[src/rtl/project2_seg7_decoder.sv]
// Registered BCD/hex to seven-segment decoder for one digit.
// The code bits are synchronised through two flops before being decoded, and the result is registered.
module project2_seg7_decoder #(
  parameter bit ACTIVE_LOW = 1'b0,
  parameter bit HEX_MODE   = 1'b0
) (
  input  logic clk,
  input  logic rst,
  input  logic x0,
  input  logic x1,
  input  logic x2,
  input  logic x3,
  output logic a,
  output logic b,
  output logic c,
  output logic d,
  output logic e,
  output logic f,
  output logic g
);

  localparam logic [6:0] SEG_BLANK = 7'b0000000;

  logic [3:0] code;
  logic [3:0] sync1;
  logic [3:0] sync2;
  logic [6:0] seg_d;
  logic [6:0] seg_q;

  assign code = {x3, x2, x1, x0};

  // Patterns are ordered {a,b,c,d,e,f,g} and use 1 for a lit segment.
  function automatic logic [6:0] decode(input logic [3:0] v);
    logic [6:0] p;
    p = SEG_BLANK;
    case (v)
      4'd0:  p = 7'b1111110;
      4'd1:  p = 7'b0110000;
      4'd2:  p = 7'b1101101;
      4'd3:  p = 7'b1111001;
      4'd4:  p = 7'b0110011;
      4'd5:  p = 7'b1011011;
      4'd6:  p = 7'b1011111;
      4'd7:  p = 7'b1110000;
      4'd8:  p = 7'b1111111;
      4'd9:  p = 7'b1111011;
      4'd10: p = HEX_MODE ? 7'b1110111 : SEG_BLANK;
      4'd11: p = HEX_MODE ? 7'b0011111 : SEG_BLANK;
      4'd12: p = HEX_MODE ? 7'b1001110 : SEG_BLANK;
      4'd13: p = HEX_MODE ? 7'b0111101 : SEG_BLANK;
      4'd14: p = HEX_MODE ? 7'b1001111 : SEG_BLANK;
      4'd15: p = HEX_MODE ? 7'b1000111 : SEG_BLANK;
      default: p = SEG_BLANK;
    endcase
    return p;
  endfunction

  assign seg_d = decode(sync2);

  // After reset is released, the first decode sees the zeroed synchroniser and displays "0".
  always_ff @(posedge clk or posedge rst) begin
    if (rst) begin
      sync1 <= 4'd0;
      sync2 <= 4'd0;
      seg_q <= SEG_BLANK;
    end else begin
      sync1 <= code;
      sync2 <= sync1;
      seg_q <= seg_d;
    end
  end

  assign {a, b, c, d, e, f, g} = seg_q ^ {7{ACTIVE_LOW}};

endmodule

[config.mk]
export PLATFORM = sky130hd
export DESIGN_NAME = project2_seg7_decoder
export DESIGN_NICKNAME = d
export VERILOG_FILES = /design/src/rtl/project2_seg7_decoder.sv
export SDC_FILE = /design/constraint.sdc
export NUM_CORES = 1
export LEC_CHECK = 0
export CORE_AREA = 5 5 42 44
export CTS_CLUSTER_SIZE = 16
export DETAILED_ROUTE_END_ITERATION = 16
export DIE_AREA = 0 0 47 49
export GPL_TIMING_DRIVEN = 0
export PLACE_DENSITY = 0.8
export SKIP_LAST_GASP = 1
export SLEW_MARGIN = 20
export SYNTH_ARGS = -nofsm -noshare
export SYNTH_HDL_FRONTEND = slang
export SYNTH_SLANG_ARGS = --single-unit
[constraint.sdc]
create_clock -name clk -period 2.18 [get_ports clk]
set_input_delay 0.218 -clock clk [delete_from_list [all_inputs] [get_ports clk]]
set_output_delay 0.218 -clock clk [all_outputs]
set_load 0.005 [all_outputs]
==> impl_results.md, run 1 <==
* Die area at about 2300 sq um
* #FFs+latches synth at 15
* Drt total wl at a little under 800 um
* Chip width at 47 um
* Met3 WL at slightly below 90 um
* # clock sinks at 15
* Grt ovf at 0
* Reg clk slew, reported paths at roughly 90 ps
* Power Total at approximately 0.53 mW
* CP required at about 2000 ps
* Via density at between 4 and 5
* Seq/Total Area, Yosys at 62.76%
* Slew HR at 64.51%
* Synthesized area at around 600 sq um
* Final Skew at about 1.6 ps
* Clk network pwr share at between 20 and 30%
* Met2 routed WL at 433 um
* Post-CTS setup buffers at 0
* Reg2reg start: sync2[1]
* Fmax at approximately 750 MHz
* Area delta synth->final at 28.03%
* Switch share at roughly 23%
* 1st-pass router iterations at 1
* Startpoint types: flop
* Buffers on Ports at 12
* Crit end category: output port
* Syn Inst Count at 44
* Highest metal used: met4
* Net switching power at between 0.1 and 0.15 mW
* Worst Max-Slew Pin Slew at approximately 530 ps
* Crit path buf inv count at 1
* Synth top area cells: dfrtp_1 63%, ha_1 13%, o22ai_1 5.2%
* Clock Latency Late Sink at between 200 and 300 ps
* Max Cap Viol at 0
* Nets@finish at 73
* Hold WS at 270.8 ps
* Core ar. at about 1400 sq um
* Layout Utilization at a little over half
* Crit path largest cell delay at ~500 ps
* Antenna violations before repair at 0
* N_diodes at 0
* Worst min-delay path class: primary input to async pin
* Crit-path max FO at 1
* Die height at slightly below 50 um
* Top cell type's share of synthesized area at 62.76%
* Cell family with most CP delay: buffers and inverters
* Htree depth at 1
* Initial DRC Count at 0
* Num ports at 13
* Leakage power total at between 0.3 and 0.4 nW
* Min cycle time layout at ~1300 ps
* Post-CTS Hold Fix Bufs at 0
* CTS max path bufs at 2
* Final TNS setup at 0 ps
* Yosys Warn Count at 0
* Crit path DAT at 1110 ps
* Final Max Tran Viols at 0
* Pre-CTS setup slack at 1023 ps
* Vias in the first global route at 360
* DP Wirelength at 648.8 um
* Sequential Power Share at 57.6%
* Largest net degree at the start of global routing at 16
* Final Wtd Congestion at 0.7144
* Initial Util at between 40% and 50%
* Synth Area per Inst at about 14 sq um
* Final Hold Fails at 0
* Synth area leader: dfrtp_1
* CTS tree: yes
* Comb pwr share at a little over an eighth
* CP Cell Sequence: clkdlybuf4s50_1
* Slowest-stage cell, CP: clkdlybuf4s50_1
* Rows at 14
* Final period util at ~61%
* Maximum VDD drop at ~320 uV
* Crit Path Class: flop to output port
* DRT met1 WL at between 200 and 300 um
* Vias at roughly 360
* Worst setup margin at between 800 and 900 ps
* Drt drc at 0
* P_int at 0.4086 mW
* Post-DR wirelength/cell at around 10 um
* Filler cells at approximately 140
* Status: completed
* Root Buffer: clkbuf_4
* Post-DRT Antenna Nets at 0
* Final setup vio count at 0
* R2R Setup Slk at around 1000 ps
* R2R Path End: seg_q[3]
* RSZ-0062 raised after global routing: false
* R2R depth at 5
* Layout cell share with drive strength beyond 1 at roughly 15%
* Total CTS buffers at 3
* Yosys cell types at 14
* Gr usage total at 8.327%
* Post-CTS sizing at 0
* First-pass GRT wire length at between 1 and 1.5 mm
* PwrDens at around 690 nW/um^2
* Post-Syn Nets at 56
cells by family after synthesis:
| family | count (synthesis) | synth area share, % |
|---|---|---|
| xor gates and xnor gates | 1 | 1.465 |
| and+or+nand+nor | 3 | 3.556 |
| adders and majority gates | 6 | 12.55 |
| DFF | 15 | 62.76 |
| muxes | 1 | 1.674 |
| AOI/OAI and AO/OA | 10 | 10.46 |
| buffers and inverters | 8 | 7.531 |
power groups by stage:
| stage | sequential (mW) | clock [mW] | combinational, mW |
|---|---|---|---|
| after floorplan | 0.311 | 0 | 0.0349 |
| after global placement | 0.309 | 0 | 0.0721 |
| after detailed placement | 0.310 | 0 | 0.0744 |
| after CTS | 0.305 | 0.161 | 0.0745 |
| after global routing | 0.306 | 0.173 | 0.0812 |
| final | 0.304 | 0.152 | 0.0726 |
Yosys cell counts, drive strengths merged:
cell type and n:
nand2b 1, mux2i 1, ha 6, xnor2 1
a21oi 2, inv 6, o22ai 5, nor2 2
a21o 1, buf 2, o21a 1, o21ai 1
dfrtp 15
state kept, by name, summed over array words and instances (netlist names):
signal / cells
sync1: 4
seg_q: 7
sync2: 4
final cells by class:
class	count	area [sq um]	share of cell area, %
Timing Repair Buffer	12	120.1	15.69
Clock inverter	1	5.005	0.6536
Buffer	2	22.52	2.941
Clock buffer	3	22.52	2.941
Sequential cell	15	375.4	49.02
Multi-Input combinational cell	21	177.7	23.20
Inverter	6	22.52	2.941
Tap cell	16	20.02	2.614
worst max-delay path by stage:
stage             start  endpoint  slack [ps]  depth (start not counted)
6_report       seg_q[4]         c         850                          1
5_1_grt        seg_q[5]         b         800                          1
4_1_cts        seg_q[4]         c         830                          1
3_5_place_dp   sync2[1]  seg_q[3]        1020                          5
2_1_floorplan  sync2[1]  seg_q[3]        1130                          5
3_3_place_gp   sync2[1]  seg_q[3]        1050                          5
placed cells by master, fill, tap and decap left out, types with 2 or more instances in the layout:
master           instances
inv_1                    5
a21oi_1                  2
ha_1                     6
nor2_1                   2
buf_6                    2
dfrtp_1                 15
clkbuf_4                 3
clkdlybuf4s50_1         12
o22ai_1                  5
per-stage QoR:
step	instance area [sq um]	std cells
after floorplan	598.1	44
after global placement	738.2	72
after detailed placement	738.2	72
after CTS	765.7	76
after global routing	765.7	76
final	765.7	76
routing by layer:
layer / GRT usage [%] / vias to the layer above
met5: 0 / -
met3: 2.214 / 2
met4: 6.912 / 0
met2: 14.25 / 13
met1: 7.477 / 166
li1: - / 176
(Power assumes the default switching activity.)
==> inputs of run 2 (changes only) <==
--- a/config.mk
+++ b/config.mk
@@ -5,12 +5,12 @@
 export SDC_FILE = /design/constraint.sdc
 export NUM_CORES = 1
 export LEC_CHECK = 0
-export CORE_AREA = 5 5 42 44
+export CORE_AREA = 5 5 43 45
 export CTS_CLUSTER_SIZE = 16
 export DETAILED_ROUTE_END_ITERATION = 16
-export DIE_AREA = 0 0 47 49
+export DIE_AREA = 0 0 48 50
 export GPL_TIMING_DRIVEN = 0
-export PLACE_DENSITY = 0.8
+export PLACE_DENSITY = 0.77
 export SKIP_LAST_GASP = 1
 export SLEW_MARGIN = 20
 export SYNTH_ARGS = -nofsm -noshare
==> constraint.sdc (replaced) <==
create_clock -name clk -period 1.3 [get_ports clk]
set_input_delay 0.13 -clock clk [delete_from_list [all_inputs] [get_ports clk]]
set_output_delay 0.13 -clock clk [all_outputs]
set_load 0.005 [all_outputs]
==> impl_results.md, run 2 (synthesized netlist as in run 1, its figures left out) <==
* CP Launch Point: seg_q[6]
* Buffers on Ports at 12
* Rows at 14
* Die area at roughly 2400 sq um
* # clock sinks at 15
* Slowest-stage cell, CP: clkdlybuf4s50_1
* Drt drc at 0
* CTS max path bufs at 2
* Post-CTS Hold Fix Bufs at 0
* Post-DR wirelength/cell at 10.25 um
* CP required at roughly 1200 ps
* Most frequent cells in the layout: 15 x dfrtp_1, 12 x clkdlybuf4s50_1, 6 x ha_1, 5 x inv_1, 5 x o22ai_1
* Biggest register: seg_q
* Post-CTS setup buffers at 0
* PwrDens at approximately 1200 nW/um^2
* Final period util at a little over nine tenths
* First-pass GRT wire length at approximately 1.3 mm
* Gr usage total at 7.676%
* Design area at ~760 sq um
* Nets@finish at 73
* Worst Max-Slew Pin Slew at between 500 and 600 ps
* Drt total wl at around 780 um
* DP Cell Count at just over 70
* CTS tree: yes
* Via density at around 4.6
* Largest net degree at the start of global routing at 16
* Final TNS setup at 0 ps
* Final Max Tran Viols at 0
* Num ports at 13
* Vias in the first global route at between 300 and 400
* Vias at 346
* Chip width at 48 um
* Slew HR at 63.89%
* Initial Util at between 40% and 50%
* Clock Latency Late Sink at approximately 280 ps
* Crit path DAT at 1100 ps
* Post-CTS sizing at 0
* Final Hold Fails at 0
* Initial DRC Count at 0
* Maximum VDD drop at about 690 uV
* CP Cell Sequence: clkdlybuf4s50_1
* Reg clk slew, reported paths at ~80 ps
* Non-Filler Instances at 76
* 1st-pass router iterations at 1
* Fmax at 815.4 MHz
* Core ar. at 1436 sq um
* Status: completed
* Layout cell share with drive strength beyond 1 at between 10% and 20%
* Crit path largest cell delay at between 400 and 500 ps
* Final Skew at roughly 3.4 ps
* Reg2reg start: sync2[1]
* Largest regs: seg_q: 7 flops, sync1: 4 flops, sync2: 4 flops
* Die height at 50 um
* Worst setup margin at between 70 and 80 ps
* Max Cap Viol at 0
* Pre-CTS setup slack at around 130 ps
* Final setup vio count at 0
* DP Wirelength at 614.6 um
* Leakage power total at 0.3626 nW
* Crit path buf inv count at 1
* Crit-path max FO at 1
* Root Buffer: clkbuf_4
* Total CTS buffers at 3
* Antenna violations before repair at 0
* Post-DRT Antenna Nets at 0
* N_diodes at 0
* Area delta synth->final at 27.82%
* Placed inst area at between 700 and 800 sq um
* Grt ovf at 0
* RSZ-0062 raised after global routing: false
* Crit end category: output port
* Cell family with most CP delay: buffers and inverters
* Htree depth at 1
* Largest register FFs at 7
* Startpoint types: flop
* Final Wtd Congestion at between 0.6 and 0.7
* Min cycle time layout at about 1200 ps
* Crit Path Class: flop to output port
* Worst min-delay path class: primary input to async pin
* Leading cell type in the layout, fill and taps excluded: dfrtp_1
## run 2: final cells by class
type | instances | area [sq um]
Fill cell | 135 | 671.9
Sequential cell | 15 | 375.4
Multi-Input combinational cell | 21 | 177.7
Timing Repair Buffer | 12 | 120.1
Clock buffer | 4 | 26.28
Buffer | 2 | 22.52
Inverter | 6 | 22.52
Tap cell | 16 | 20.02
## run 2: report_power, final
group / total (mW) / internal (mW) / switching, mW
sequential: 0.510 / 0.497 / 0.0123
combinational: 0.121 / 0.0737 / 0.0475
clock: 0.255 / 0.119 / 0.136
total: 0.886 / 0.690 / 0.196
## run 2: final timing paths
| path | endpoint | slack [ps] | cells after the start |
|---|---|---|---|
| setup / recovery | a | 70 | 1 |
| hold / removal | sync1[3] | 180 | 2 |
| setup reg to reg | seg_q[3] | 130 | 5 |
| hold reg to reg | sync2[2] | 360 | 0 |
| max in group asynchronous | sync1[2] | 750 | 2 |
| min in group clk | sync1[3] | 280 | 1 |
## run 2: per-stage QoR
step,hold slack [ps],total power [mW],util [%]
after CTS,196.8,0.9001,53.22
after floorplan,31.48,0.5792,-
after detailed placement,340.5,0.6440,51.39
after global routing,222.6,0.9423,53.22
final,184.6,0.8855,53.22
after global placement,333.8,0.6393,51.39
## run 2: routing by layer
metal  GRT usage [%]  up-vias  wire length, um
met5               0        -                0
met4           5.381        0                0
met3           3.273        0               75
met2           11.89       12              390
met1           7.848      159              313
li1                -      175                -
==> inputs of run 3 (changes only) <==
--- a/config.mk
+++ b/config.mk
@@ -16,3 +16,4 @@
 export SYNTH_ARGS = -nofsm -noshare
 export SYNTH_HDL_FRONTEND = slang
 export SYNTH_SLANG_ARGS = --single-unit
+export TNS_END_PERCENT = 50
==> constraint.sdc (replaced) <==
create_clock -name clk -period 1.3 [get_ports clk]
set_input_delay 0.13 -clock clk [delete_from_list [all_inputs] [get_ports clk]]
set_output_delay 0.13 -clock clk [all_outputs]
set_load 0.05 [all_outputs]
==> impl_results.md, run 3 (synthesized netlist as in run 1, its figures left out) <==
* CTS max path bufs at 2
* PwrDens at ~1200 nW/um^2
* Startpoint types: flop
* Htree depth at 1
* Die area at ~2400 sq um
* Post-DRT Antenna Nets at 0
* Crit Path Class: flop to output port
* N_diodes at 0
* Crit path largest cell delay at 790 ps
* Pre-CTS setup slack at roughly 63 ps
* Core ar. at between 1000 and 1500 sq um
* Fmax at 657.4 MHz
* Num ports at 13
* Worst Max-Slew Pin Slew at approximately 540 ps
* Antenna violations before repair at 0
* # clock sinks at 15
* Most frequent cells in the layout: 15 x dfrtp_1, 6 x ha_1, 6 x clkdlybuf4s50_1, 5 x inv_1, 5 x o22ai_1
* Maximum VDD drop at between 700 and 800 uV
* DP Wirelength at between 600 and 700 um
* Grt ovf at 0
* First-pass GRT wire length at roughly 1.3 mm
* CTS tree: yes
* Final Hold Fails at 0
* Crit path buf inv count at 1
* Status: finished with violations
* Final Skew at 2.673 ps
* Post-CTS setup buffers at 0
* Crit-path max FO at 1
* Chip width at around 48 um
* Crit end category: output port
* Leading cell type in the layout, fill and taps excluded: dfrtp_1
* Crit path DAT at 1390 ps
* Vias in the first global route at 323
* Die height at around 50 um
* Drt drc at 0
* Rows at 14
* Leakage power total at roughly 0.40 nW
* Final setup vio count at 1
* Final Wtd Congestion at roughly 0.69
* CP required at 1170 ps
* Slowest-stage cell, CP: clkdlybuf4s50_1
* Layout cell share with drive strength beyond 1 at a little over an eighth
* Vias at 345
* Root Buffer: clkbuf_4
* Area delta synth->final at 28.45%
* Reg clk slew, reported paths at 80 ps
* Buffers on Ports at 12
* Nets@finish at 73
* Gr usage total at between 7 and 8%
* Final Max Tran Viols at 0
* Non-Filler Instances at 76
* Worst min-delay path class: primary input to async pin
* Failing checks: setup timing
* Min cycle time layout at approximately 1500 ps
* Initial DRC Count at 0
* Worst setup margin at -221.2 ps
* Cell family with most CP delay: buffers and inverters
* Post-DR wirelength/cell at 10.33 um
* Slew HR at 63.93%
* Final period util at 117.0%
* Largest register FFs at 7
* CP Cell Sequence: clkdlybuf4s50_1
* Largest net degree at the start of global routing at 16
* Post-CTS Hold Fix Bufs at 0
* 1st-pass router iterations at 1
* Initial Util at between 40% and 50%
* Largest regs: seg_q: 7 flops, sync1: 4 flops, sync2: 4 flops
* Clock Latency Late Sink at between 200 and 300 ps
* Total CTS buffers at 3
* Drt total wl at 785 um
* Power Total at around 0.95 mW
* RSZ-0062 raised after global routing: true
* Via density at around 4.5
* Biggest register: seg_q
* DP Cell Count at 72
* Max Cap Viol at 0
-- run 3: per-stage QoR --
step	hold slack [ps]	cell area [sq um]	setup TNS [ps]	util (%)
finish	184.4	768.2	-221.2	53.48
global route	222.6	768.2	-268.1	53.48
CTS	196.8	760.7	-942.6	52.96
detailed placement	340.5	738.2	0	51.39
global placement	333.8	738.2	0	51.39
floorplan	31.48	598.1	0	-
-- run 3: final cells by class --
class                           count  area (sq um)
Tap cell                           16         20.02
Multi-Input combinational cell     21         177.7
Inverter                            6         22.52
Fill cell                         137         668.1
Clock buffer                        4         26.28
Sequential cell                    15         375.4
Buffer                              2         22.52
Timing Repair Buffer               12         123.9
-- run 3: power breakdown --
part,internal [mW],switching (mW),total (mW),leakage (nW)
clock,0.119,0.137,0.256,0.0150
combinational,0.0668,0.115,0.182,0.204
sequential,0.497,0.0116,0.509,0.178
-- run 3: layer usage --
metal	global-route usage [%]	vias to the layer above	routed length (um)
met5	0	-	0
met4	5.381	0	0
met3	3.273	0	88
met1	7.848	158	308
li1	-	175	-
met2	11.89	12	388
-- run 3: final timing paths --
path	startpoint	endpoint	slack [ps]	cells after the start
min in group clk	x3	sync1[3]	280	1
hold / removal	rst	sync1[3]	180	2
max in group asynchronous	rst	sync1[2]	760	2
setup reg to reg	sync2[1]	seg_q[3]	130	5
setup / recovery	seg_q[2]	e	-220	1
hold reg to reg	sync1[1]	sync2[1]	360	0
-- run 3: timing repair --
action,in CTS,in global routing
gates resized for setup,3,3
pin swaps,0,0
endpoints found under the setup margin,7,6
